<file path="src/rtl/prog_loader_pkg.sv">
// prog_loader_pkg: shared definitions for the program loader.
//   - state_t   : loader FSM state encoding (CSUM present only when
//                 PROG_LOADER_CHECKSUM_EN is defined)
//   - LEN_BYTES : number of little-endian bytes in the length field
//   - csum_add  : modulo-256 running payload checksum
package prog_loader_pkg;

  localparam int LEN_BYTES = 4;

  typedef enum logic [2:0] {
    ST_HOLD = 3'd0,
    ST_LEN  = 3'd1,
    ST_DATA = 3'd2,
`ifdef PROG_LOADER_CHECKSUM_EN
    ST_CSUM = 3'd3,
`endif
    ST_RUN  = 3'd4,
    ST_ERR  = 3'd5
  } state_t;

  function automatic logic [7:0] csum_add(input logic [7:0] sum, input logic [7:0] b);
    return sum + b;
  endfunction

endpackage

</file>
<file path="src/rtl/prog_loader_if.sv">
// prog_loader_if: byte-stream input and instruction-memory write port.
//   rx_valid/rx_data/rx_ready : byte source handshake
//   im_we/im_waddr/im_wdata   : instruction-memory write strobe, address, data
// modport master : the loader (consumes bytes, drives memory writes)
// modport slave  : the byte source / memory side
interface prog_loader_if #(
  parameter int ADDR_W = 10,
  parameter int DATA_W = 32
);
  logic              rx_valid;
  logic [7:0]        rx_data;
  logic              rx_ready;
  logic              im_we;
  logic [ADDR_W-1:0] im_waddr;
  logic [DATA_W-1:0] im_wdata;

  modport master (
    input  rx_valid, rx_data,
    output rx_ready, im_we, im_waddr, im_wdata
  );

  modport slave (
    output rx_valid, rx_data,
    input  rx_ready, im_we, im_waddr, im_wdata
  );
endinterface

</file>
<file path="src/rtl/prog_loader_byte_packer.sv">
// byte_packer: gathers bytes little-endian into DATA_W-bit words.
//   clk, resetb : clock, async active-low reset
//   clr         : synchronous clear of the partial word and byte count
//   byte_valid  : byte_in is consumed this cycle
//   byte_in     : incoming byte (first byte of a word lands in [7:0])
//   word_valid  : combinational, high when byte_in completes a word
//   word        : the completed word (valid with word_valid)
// DATA_W must be a multiple of 8 and at least 16.
module byte_packer #(
  parameter int DATA_W = 32
) (
  input  logic              clk,
  input  logic              resetb,
  input  logic              clr,
  input  logic              byte_valid,
  input  logic [7:0]        byte_in,
  output logic              word_valid,
  output logic [DATA_W-1:0] word
);

  localparam int BPW   = DATA_W / 8;
  localparam int CNT_W = $clog2(BPW) + 1;

  logic [DATA_W-9:0] acc_r;
  logic [CNT_W-1:0]  cnt_r;
  logic              last_s;

  // The word is presented combinationally so the caller can register it on the same edge that takes the final byte.
  always_comb begin
    last_s     = (cnt_r == CNT_W'(BPW - 1));
    word       = {byte_in, acc_r};
    word_valid = byte_valid && last_s;
  end

  // Shift bytes in from the top so the oldest byte ends up in the low lane.
  always_ff @(posedge clk or negedge resetb) begin
    if (!resetb) begin
      acc_r <= {(DATA_W-8){1'b0}};
      cnt_r <= {CNT_W{1'b0}};
    end else if (clr) begin
      acc_r <= {(DATA_W-8){1'b0}};
      cnt_r <= {CNT_W{1'b0}};
    end else if (byte_valid) begin
      acc_r <= word[DATA_W-1:8];
      cnt_r <= last_s ? {CNT_W{1'b0}} : cnt_r + CNT_W'(1);
    end
  end

endmodule

</file>
<file path="src/rtl/prog_loader.sv">
// prog_loader: fills instruction memory from a byte stream and holds the core
// in reset until the image is complete.
//   clk, resetb  : clock, async active-low reset
//   start        : single-cycle load request (honoured in HOLD, RUN, ERR)
//   bus          : prog_loader_if.master (byte stream in, memory writes out)
//   core_resetb  : active-low reset to the core (high only while running)
//   busy         : a load is in progress
//   done / error : outcome of the last load
// Image format: 4-byte little-endian word count, then count*BPW payload bytes,
// plus one checksum byte when PROG_LOADER_CHECKSUM_EN is defined.
module prog_loader
  import prog_loader_pkg::*;
#(
  parameter int DEPTH_WORDS = 1024,
  parameter int DATA_W      = 32,
  parameter int ADDR_W      = $clog2(DEPTH_WORDS)
) (
  input  logic          clk,
  input  logic          resetb,
  input  logic          start,
  prog_loader_if.master bus,
  output logic          core_resetb,
  output logic          busy,
  output logic          done,
  output logic          error
);

  // One extra bit so a count equal to DEPTH_WORDS is representable.
  localparam int CNT_W = ADDR_W + 1;

  state_t            state_r;
  logic [1:0]        lcnt_r;
  logic [23:0]       len_sh_r;
  logic [CNT_W-1:0]  len_r;
  logic [CNT_W-1:0]  wcnt_r;
  logic              rx_ready_r;
  logic              im_we_r;
  logic [ADDR_W-1:0] im_waddr_r;
  logic [DATA_W-1:0] im_wdata_r;
  logic              core_resetb_r;
  logic              busy_r;
  logic              done_r;
  logic              error_r;
`ifdef PROG_LOADER_CHECKSUM_EN
  logic [7:0]        sum_r;
`endif

  logic              accept_s;
  logic              pk_clr_s;
  logic              word_valid_s;
  logic [DATA_W-1:0] word_s;
  logic [31:0]       len_full_s;
  logic              len_bad_s;
  logic              last_word_s;

  // Handshake, length decode and end-of-payload detection.
  always_comb begin
    accept_s    = bus.rx_valid && rx_ready_r;
    pk_clr_s    = (state_r != ST_DATA);
    len_full_s  = {bus.rx_data, len_sh_r};
    len_bad_s   = (len_full_s == 32'd0) || (len_full_s > 32'(DEPTH_WORDS));
    last_word_s = (wcnt_r == len_r - CNT_W'(1));
  end

  // The packer stays cleared outside DATA, so every payload starts on a word boundary.
  byte_packer #(.DATA_W(DATA_W)) u_packer (
    .clk        (clk),
    .resetb     (resetb),
    .clr        (pk_clr_s),
    .byte_valid (accept_s),
    .byte_in    (bus.rx_data),
    .word_valid (word_valid_s),
    .word       (word_s)
  );

  // Loader FSM with all outputs registered alongside the state.
  always_ff @(posedge clk or negedge resetb) begin
    if (!resetb) begin
      state_r       <= ST_HOLD;
      lcnt_r        <= 2'd0;
      len_sh_r      <= 24'd0;
      len_r         <= {CNT_W{1'b0}};
      wcnt_r        <= {CNT_W{1'b0}};
      rx_ready_r    <= 1'b0;
      im_we_r       <= 1'b0;
      im_waddr_r    <= {ADDR_W{1'b0}};
      im_wdata_r    <= {DATA_W{1'b0}};
      core_resetb_r <= 1'b0;
      busy_r        <= 1'b0;
      done_r        <= 1'b0;
      error_r       <= 1'b0;
`ifdef PROG_LOADER_CHECKSUM_EN
      sum_r         <= 8'd0;
`endif
    end else begin
      im_we_r       <= 1'b0;
      core_resetb_r <= 1'b0;
      case (state_r)
        ST_HOLD, ST_RUN, ST_ERR: begin
          // Release lags RUN entry by one edge so the last write completes first;
          // a start in RUN re-holds the core from the next cycle.
          core_resetb_r <= (state_r == ST_RUN) && !start;
          if (start) begin
            state_r    <= ST_LEN;
            lcnt_r     <= 2'd0;
            rx_ready_r <= 1'b1;
            busy_r     <= 1'b1;
            done_r     <= 1'b0;
            error_r    <= 1'b0;
`ifdef PROG_LOADER_CHECKSUM_EN
            sum_r      <= 8'd0;
`endif
          end
        end
        ST_LEN: begin
          if (accept_s) begin
            lcnt_r   <= lcnt_r + 2'd1;
            len_sh_r <= len_full_s[31:8];
            if (lcnt_r == 2'(LEN_BYTES - 1)) begin
              if (len_bad_s) begin
                state_r    <= ST_ERR;
                rx_ready_r <= 1'b0;
                busy_r     <= 1'b0;
                error_r    <= 1'b1;
              end else begin
                state_r <= ST_DATA;
                len_r   <= len_full_s[CNT_W-1:0];
                wcnt_r  <= {CNT_W{1'b0}};
              end
            end
          end
        end
        ST_DATA: begin
          if (accept_s) begin
`ifdef PROG_LOADER_CHECKSUM_EN
            sum_r <= csum_add(sum_r, bus.rx_data);
`endif
            if (word_valid_s) begin
              im_we_r    <= 1'b1;
              im_waddr_r <= wcnt_r[ADDR_W-1:0];
              im_wdata_r <= word_s;
              wcnt_r     <= wcnt_r + CNT_W'(1);
              if (last_word_s) begin
`ifdef PROG_LOADER_CHECKSUM_EN
                state_r    <= ST_CSUM;
`else
                state_r    <= ST_RUN;
                rx_ready_r <= 1'b0;
                busy_r     <= 1'b0;
                done_r     <= 1'b1;
`endif
              end
            end
          end
        end
`ifdef PROG_LOADER_CHECKSUM_EN
        ST_CSUM: begin
          if (accept_s) begin
            rx_ready_r <= 1'b0;
            busy_r     <= 1'b0;
            if (bus.rx_data == sum_r) begin
              state_r <= ST_RUN;
              done_r  <= 1'b1;
            end else begin
              state_r <= ST_ERR;
              error_r <= 1'b1;
            end
          end
        end
`endif
        default: begin
          state_r    <= ST_HOLD;
          rx_ready_r <= 1'b0;
          busy_r     <= 1'b0;
        end
      endcase
    end
  end

  assign bus.rx_ready = rx_ready_r;
  assign bus.im_we    = im_we_r;
  assign bus.im_waddr = im_waddr_r;
  assign bus.im_wdata = im_wdata_r;
  assign core_resetb  = core_resetb_r;
  assign busy         = busy_r;
  assign done         = done_r;
  assign error        = error_r;

endmodule

</file>
<file path="src/flat_wrapper.sv">
// flat-port wrapper written by rule: the top's interface ports become plain ports
module prog_loader_flat import prog_loader_pkg::*;
#(
  parameter int DEPTH_WORDS = 1024,
  parameter int DATA_W      = 32,
  parameter int ADDR_W      = $clog2(DEPTH_WORDS)
)
  (clk, resetb, start, core_resetb, busy, done, error, bus_rx_valid, bus_rx_data, bus_rx_ready, bus_im_we, bus_im_waddr, bus_im_wdata);
  prog_loader_if #(.ADDR_W(ADDR_W), .DATA_W(DATA_W)) bus_i ();
  input  logic clk;
  input  logic resetb;
  input  logic start;
  output logic core_resetb;
  output logic busy;
  output logic done;
  output logic error;
  input wire logic [$bits(bus_i.rx_valid)-1:0] bus_rx_valid;
  input wire logic [$bits(bus_i.rx_data)-1:0] bus_rx_data;
  output wire logic [$bits(bus_i.rx_ready)-1:0] bus_rx_ready;
  output wire logic [$bits(bus_i.im_we)-1:0] bus_im_we;
  output wire logic [$bits(bus_i.im_waddr)-1:0] bus_im_waddr;
  output wire logic [$bits(bus_i.im_wdata)-1:0] bus_im_wdata;
  assign bus_i.rx_valid = bus_rx_valid;
  assign bus_i.rx_data = bus_rx_data;
  assign bus_rx_ready = bus_i.rx_ready;
  assign bus_im_we = bus_i.im_we;
  assign bus_im_waddr = bus_i.im_waddr;
  assign bus_im_wdata = bus_i.im_wdata;
  prog_loader #(.DEPTH_WORDS(DEPTH_WORDS), .DATA_W(DATA_W), .ADDR_W(ADDR_W)) u_core (.clk(clk), .resetb(resetb), .start(start), .bus(bus_i), .core_resetb(core_resetb), .busy(busy), .done(done), .error(error));
endmodule
</file>
<file path="config.mk">
export PLATFORM = sky130hd
export DESIGN_NAME = prog_loader_flat
export DESIGN_NICKNAME = d
export VERILOG_FILES = /design/src/rtl/prog_loader_pkg.sv /design/src/rtl/prog_loader_if.sv /design/src/rtl/prog_loader_byte_packer.sv /design/src/rtl/prog_loader.sv /design/src/flat_wrapper.sv
export SDC_FILE = /design/constraint.sdc
export NUM_CORES = 1
export LEC_CHECK = 0
export ABC_CLOCK_PERIOD_IN_PS = 3000
export CAP_MARGIN = 20
export CORE_MARGIN = 5
export CORE_UTILIZATION = 45
export DETAILED_ROUTE_END_ITERATION = 12
export GPL_TIMING_DRIVEN = 0
export MAX_ROUTING_LAYER = met4
export PLACE_DENSITY = 0.71
export SETUP_SLACK_MARGIN = 0.05
export SYNTH_ARGS = -nofsm -noshare
export SYNTH_HDL_FRONTEND = slang
export SYNTH_SLANG_ARGS = --single-unit
</file>
<file path="constraint.sdc">
create_clock -name clk -period 3 [get_ports clk]
set_clock_uncertainty 0.2 [all_clocks]
set_input_delay 0.3 -clock clk [delete_from_list [all_inputs] [get_ports clk]]
set_output_delay 0.3 -clock clk [all_outputs]
set_load 0.005 [all_outputs]
</file>
==> impl_metrics.json <==
{
  "vdd_drop_max_mv": 0.356,
  "cpPeakStageDelay_ns": 0.41,
  "synth_cell_types": 48,
  "synth-seq-cells": 125,
  "syn-instance-count": 552,
  "dp_hpwl_um": 8780,
  "die-height_um": 120,
  "grt_start_max_net_pins": 97,
  "start_util_pct": 45.6,
  "ff2ff_setup_slack_ns": 0.40,
  "overflow": 0,
  "crit_fanout": 6,
  "outcome": "completed",
  "drv_cap": 0,
  "gr-usage-all-layers_pct": 19.3,
  "wl_per_cell_um": 16.1,
  "synth-main-ff-cell": "dfrtp_1",
  "multi_input_area_um2": 2190,
  "cts_made_buffers": 17,
  "rows": 40,
  "end_kind": "flop",
  "slew_viol_final": 0,
  "yosysSeqAreaShare_pct": 57.6,
  "drc_errors": 0,
  "synth.avg_cell_area_um2": 9.84,
  "cpMostUsedCell": "a311o_1",
  "via_per_inst": 5.41,
  "r2r_end": "u_core.bus.rx_ready",
  "finalCriticalPeriod_ns": 2.60,
  "cts_root_buffer": "clkbuf_16",
  "routabilityCongestion": 0.868,
  "first_global_vias": 4200,
  "synth-adder-area-share_pct": 0.921,
  "worstPathArrival_ns": 2.69,
  "first_pass_iters": 4,
  "post-place-ws_ns": 0.0668,
  "fillerInstances": 1040,
  "post-route-period-util_pct": 86.7,
  "tightestPinTransition_ns": 0.757,
  "drt_wl_total_um": 12700,
  "crit_end": "u_core.bus.rx_ready",
  "cp_cell_sequence": "inv_1, ha_1, nand2b_1, a21oi_1, a311o_1, a221o_1, a211o_1, a311o_1",
  "synth_edf_count": 0,
  "boundaryPins": 60,
  "synth_xor_area_share_pct": 2.10,
  "grt_pass1_wl_um": 21400,
  "clock_sinks": 125,
  "clk_latency_ns": 0.41,
  "setup-violations-final": 0,
  "hold_viol_final": 0,
  "powerDensity_nw_per_um2": 687,
  "portBuffers": 59,
  "slowest_stage": "dfrtp_1",
  "crit_type": "flop to flop",
  "via_count": 4282,
  "r2r_start": "u_core.len_r[0]",
  "r2r_cells": 8,
  "instances_no_fill": 791,
  "rsz0062_at_grt": "false",
  "antenna_cells": 0,
  "cts.clk_slew.worst_paths_ns": 0.05,
  "async_reset_ff_share_pct": 100,
  "drive_above_1_share_pct": 11.6,
  "finalNetCount": 648,
  "die-width_um": 120,
  "dieArea_um2": 14400,
  "drt_iter0_drc": 281,
  "seq_area_um2": 3130,
  "worstHoldPathType": "input port to asynchronous set/reset pin",
  "synth_compound_area_share_pct": 8.40,
  "p_leak_nw": 3.15,
  "cts_buffer_depth": 2,
  "synthToLayoutAreaGrowth_pct": 26.0,
  "synth_fp_nets": 568,
  "synth_top_family_by_area": "simple AND/OR/NAND/NOR gates",
  "relSlewSlack_pct": 49.4,
  "dp_cells": 759,
  "htreeDepth": 4,
  "coreArea_um2": 11900,
  "cts_tree": "done",
  "ant_nets": 0,
  "synth_area_um2": 5430,
  "postCtsSetupRepairBufs": 0,
  "synth_warnings": 0,
  "synthSimpleGateAreaFrac_pct": 21.1,
  "muxShareOfSynthArea_pct": 7.44,
  "cp-start-kind": "flop",
  "antenna_found_initial": 0,
  "critPathRequiredTime_ns": 3.09,
  "whs_ns": 0.131,
  "clock.fmax_mhz": 384,
  "setup_ws_ns": 0.399,
  "startpoint": "u_core.len_r[0]"
}
kinds of logic after synthesis:
kind of cell / Yosys count
compound gates: 78
xor+xnor: 13
fa+ha+maj: 4
buf+inv: 33
flops: 125
mux: 36
simple gates: 263
worst max-delay path: cells and delay by family (launching register included):
family                     cells  cell delay (ns)
AOI/OAI and AO/OA              5             1.36
DFF                            1             0.41
adders and majority gates      1             0.25
and+or+nand+nor                1             0.16
buffers and inverters          1             0.10
per-layer routing:
metal,wire (um),vias to the layer above,share of wire (%),GRT usage [%]
li1,-,2031,-,-
met1,5660,2107,45,25.8
met2,6060,122,48,29.2
met3,731,22,5.7,3.39
met4,267,0,2.1,8.23
met5,0,-,0,-
report_power, final:
group	total [mW]	internal [mW]	switching (mW)	leakage, nW
Sequential	2.06	1.88	0.178	1.69
Combinational	0.639	0.313	0.327	1.19
Clock	2.00	1.28	0.720	0.271
Total	4.70	3.48	1.22	3.15
placed cells by master (no fill, tap or decap), types with 3 or more instances in the layout:
cell type,count
o21ai_0,20
nor4_1,8
nand2_1,188
clkdlybuf4s50_1,58
ha_1,4
nand4_1,9
a31oi_1,5
mux2_2,34
inv_1,3
xnor2_1,3
and3_1,4
dfrtp_1,125
nor3_1,5
buf_2,4
and2_1,4
nand2b_1,5
clkbuf_1,25
a21oi_1,36
clkinvlp_4,5
nor2_1,17
nor2b_1,5
clkbuf_16,17
clkbuf_8,3
nand3_1,6
xor2_1,10
worst min path at each step:
| stage | slack (ns) | to |
|---|---|---|
| after floorplan | -0.20 | u_core.bus.im_waddr[0] |
| after global placement | 0.25 | u_core.bus.im_wdata[3] |
| after detailed placement | 0.001 | u_core.len_sh_r[3] |
| after CTS | 0.13 | u_core.len_sh_r[6] |
| after global routing | 0.17 | u_core.len_sh_r[6] |
| final | 0.13 | u_core.len_sh_r[6] |
sequential cells by signal, summed over array words and instances (netlist names), 2 cells and up:
register and flops:
u_core.bus.im_wdata 32, u_core.u_packer.acc_r 24, u_core.len_sh_r 24, u_core.wcnt_r 11, u_core.bus.im_waddr 10, u_core.u_packer.cnt_r 3
u_core.lcnt_r 2, u_core.state_r 3, u_core.len_r 11
layout make-up:
| class | count | share of cell area (%) |
|---|---|---|
| repair buffers | 61 | 9.19 |
| plain buffers | 29 | 1.72 |
| clock inverters | 9 | 1.63 |
| clock buffers | 22 | 6.93 |
| inverters | 4 | 0.219 |
| well taps | 147 | 2.69 |
| multi-input cells | 394 | 31.9 |
| flip-flops and latches | 125 | 45.7 |
synthesized netlist by cell type (2+ instances only):
| library cell | instances | area [um2] |
|---|---|---|
| a21oi_1 | 36 | 180 |
| a22oi_1 | 2 | 15.0 |
| a311o_1 | 2 | 20.0 |
| a31oi_1 | 5 | 31.3 |
| and2_1 | 4 | 25.0 |
| and3_1 | 4 | 25.0 |
| and4_1 | 2 | 17.5 |
| buf_2 | 4 | 20.0 |
| clkbuf_1 | 23 | 86.3 |
| dfrtp_1 | 125 | 3130 |
| ha_1 | 4 | 50.1 |
| inv_1 | 3 | 11.3 |
| mux2_2 | 34 | 383 |
| nand2_1 | 188 | 706 |
| nand2b_1 | 5 | 31.3 |
| nand3_1 | 6 | 30.0 |
| nand4_1 | 9 | 56.3 |
| nor2_1 | 17 | 63.8 |
| nor2b_1 | 5 | 31.3 |
| nor3_1 | 5 | 25.0 |
| nor3_2 | 2 | 20.0 |
| nor4_1 | 8 | 50.1 |
| nor4b_1 | 2 | 17.5 |
| o21ai_0 | 20 | 100 |
| o31ai_1 | 2 | 15.0 |
| o32ai_1 | 2 | 17.5 |
| xnor2_1 | 3 | 26.3 |
| xor2_1 | 10 | 87.6 |
repair_timing:
item                                    CTS  global route
hold endpoints to repair                125             0
endpoints found under the setup margin    0             3
resized for setup                         0             2
hold buffers                              1             0
metrics by stage:
step,TNS (ns),util (%),area (um2),power [mW]
final,0,57.5,6850,4.70
after global routing,0,57.5,6850,4.90
after CTS,0,57.4,6830,4.73
after detailed placement,0,52.4,6240,2.72
after global placement,-407.34,52.1,6210,2.68
after floorplan,0,-,5430,2.47
Note: power is estimated with default switching activity, not from simulation.
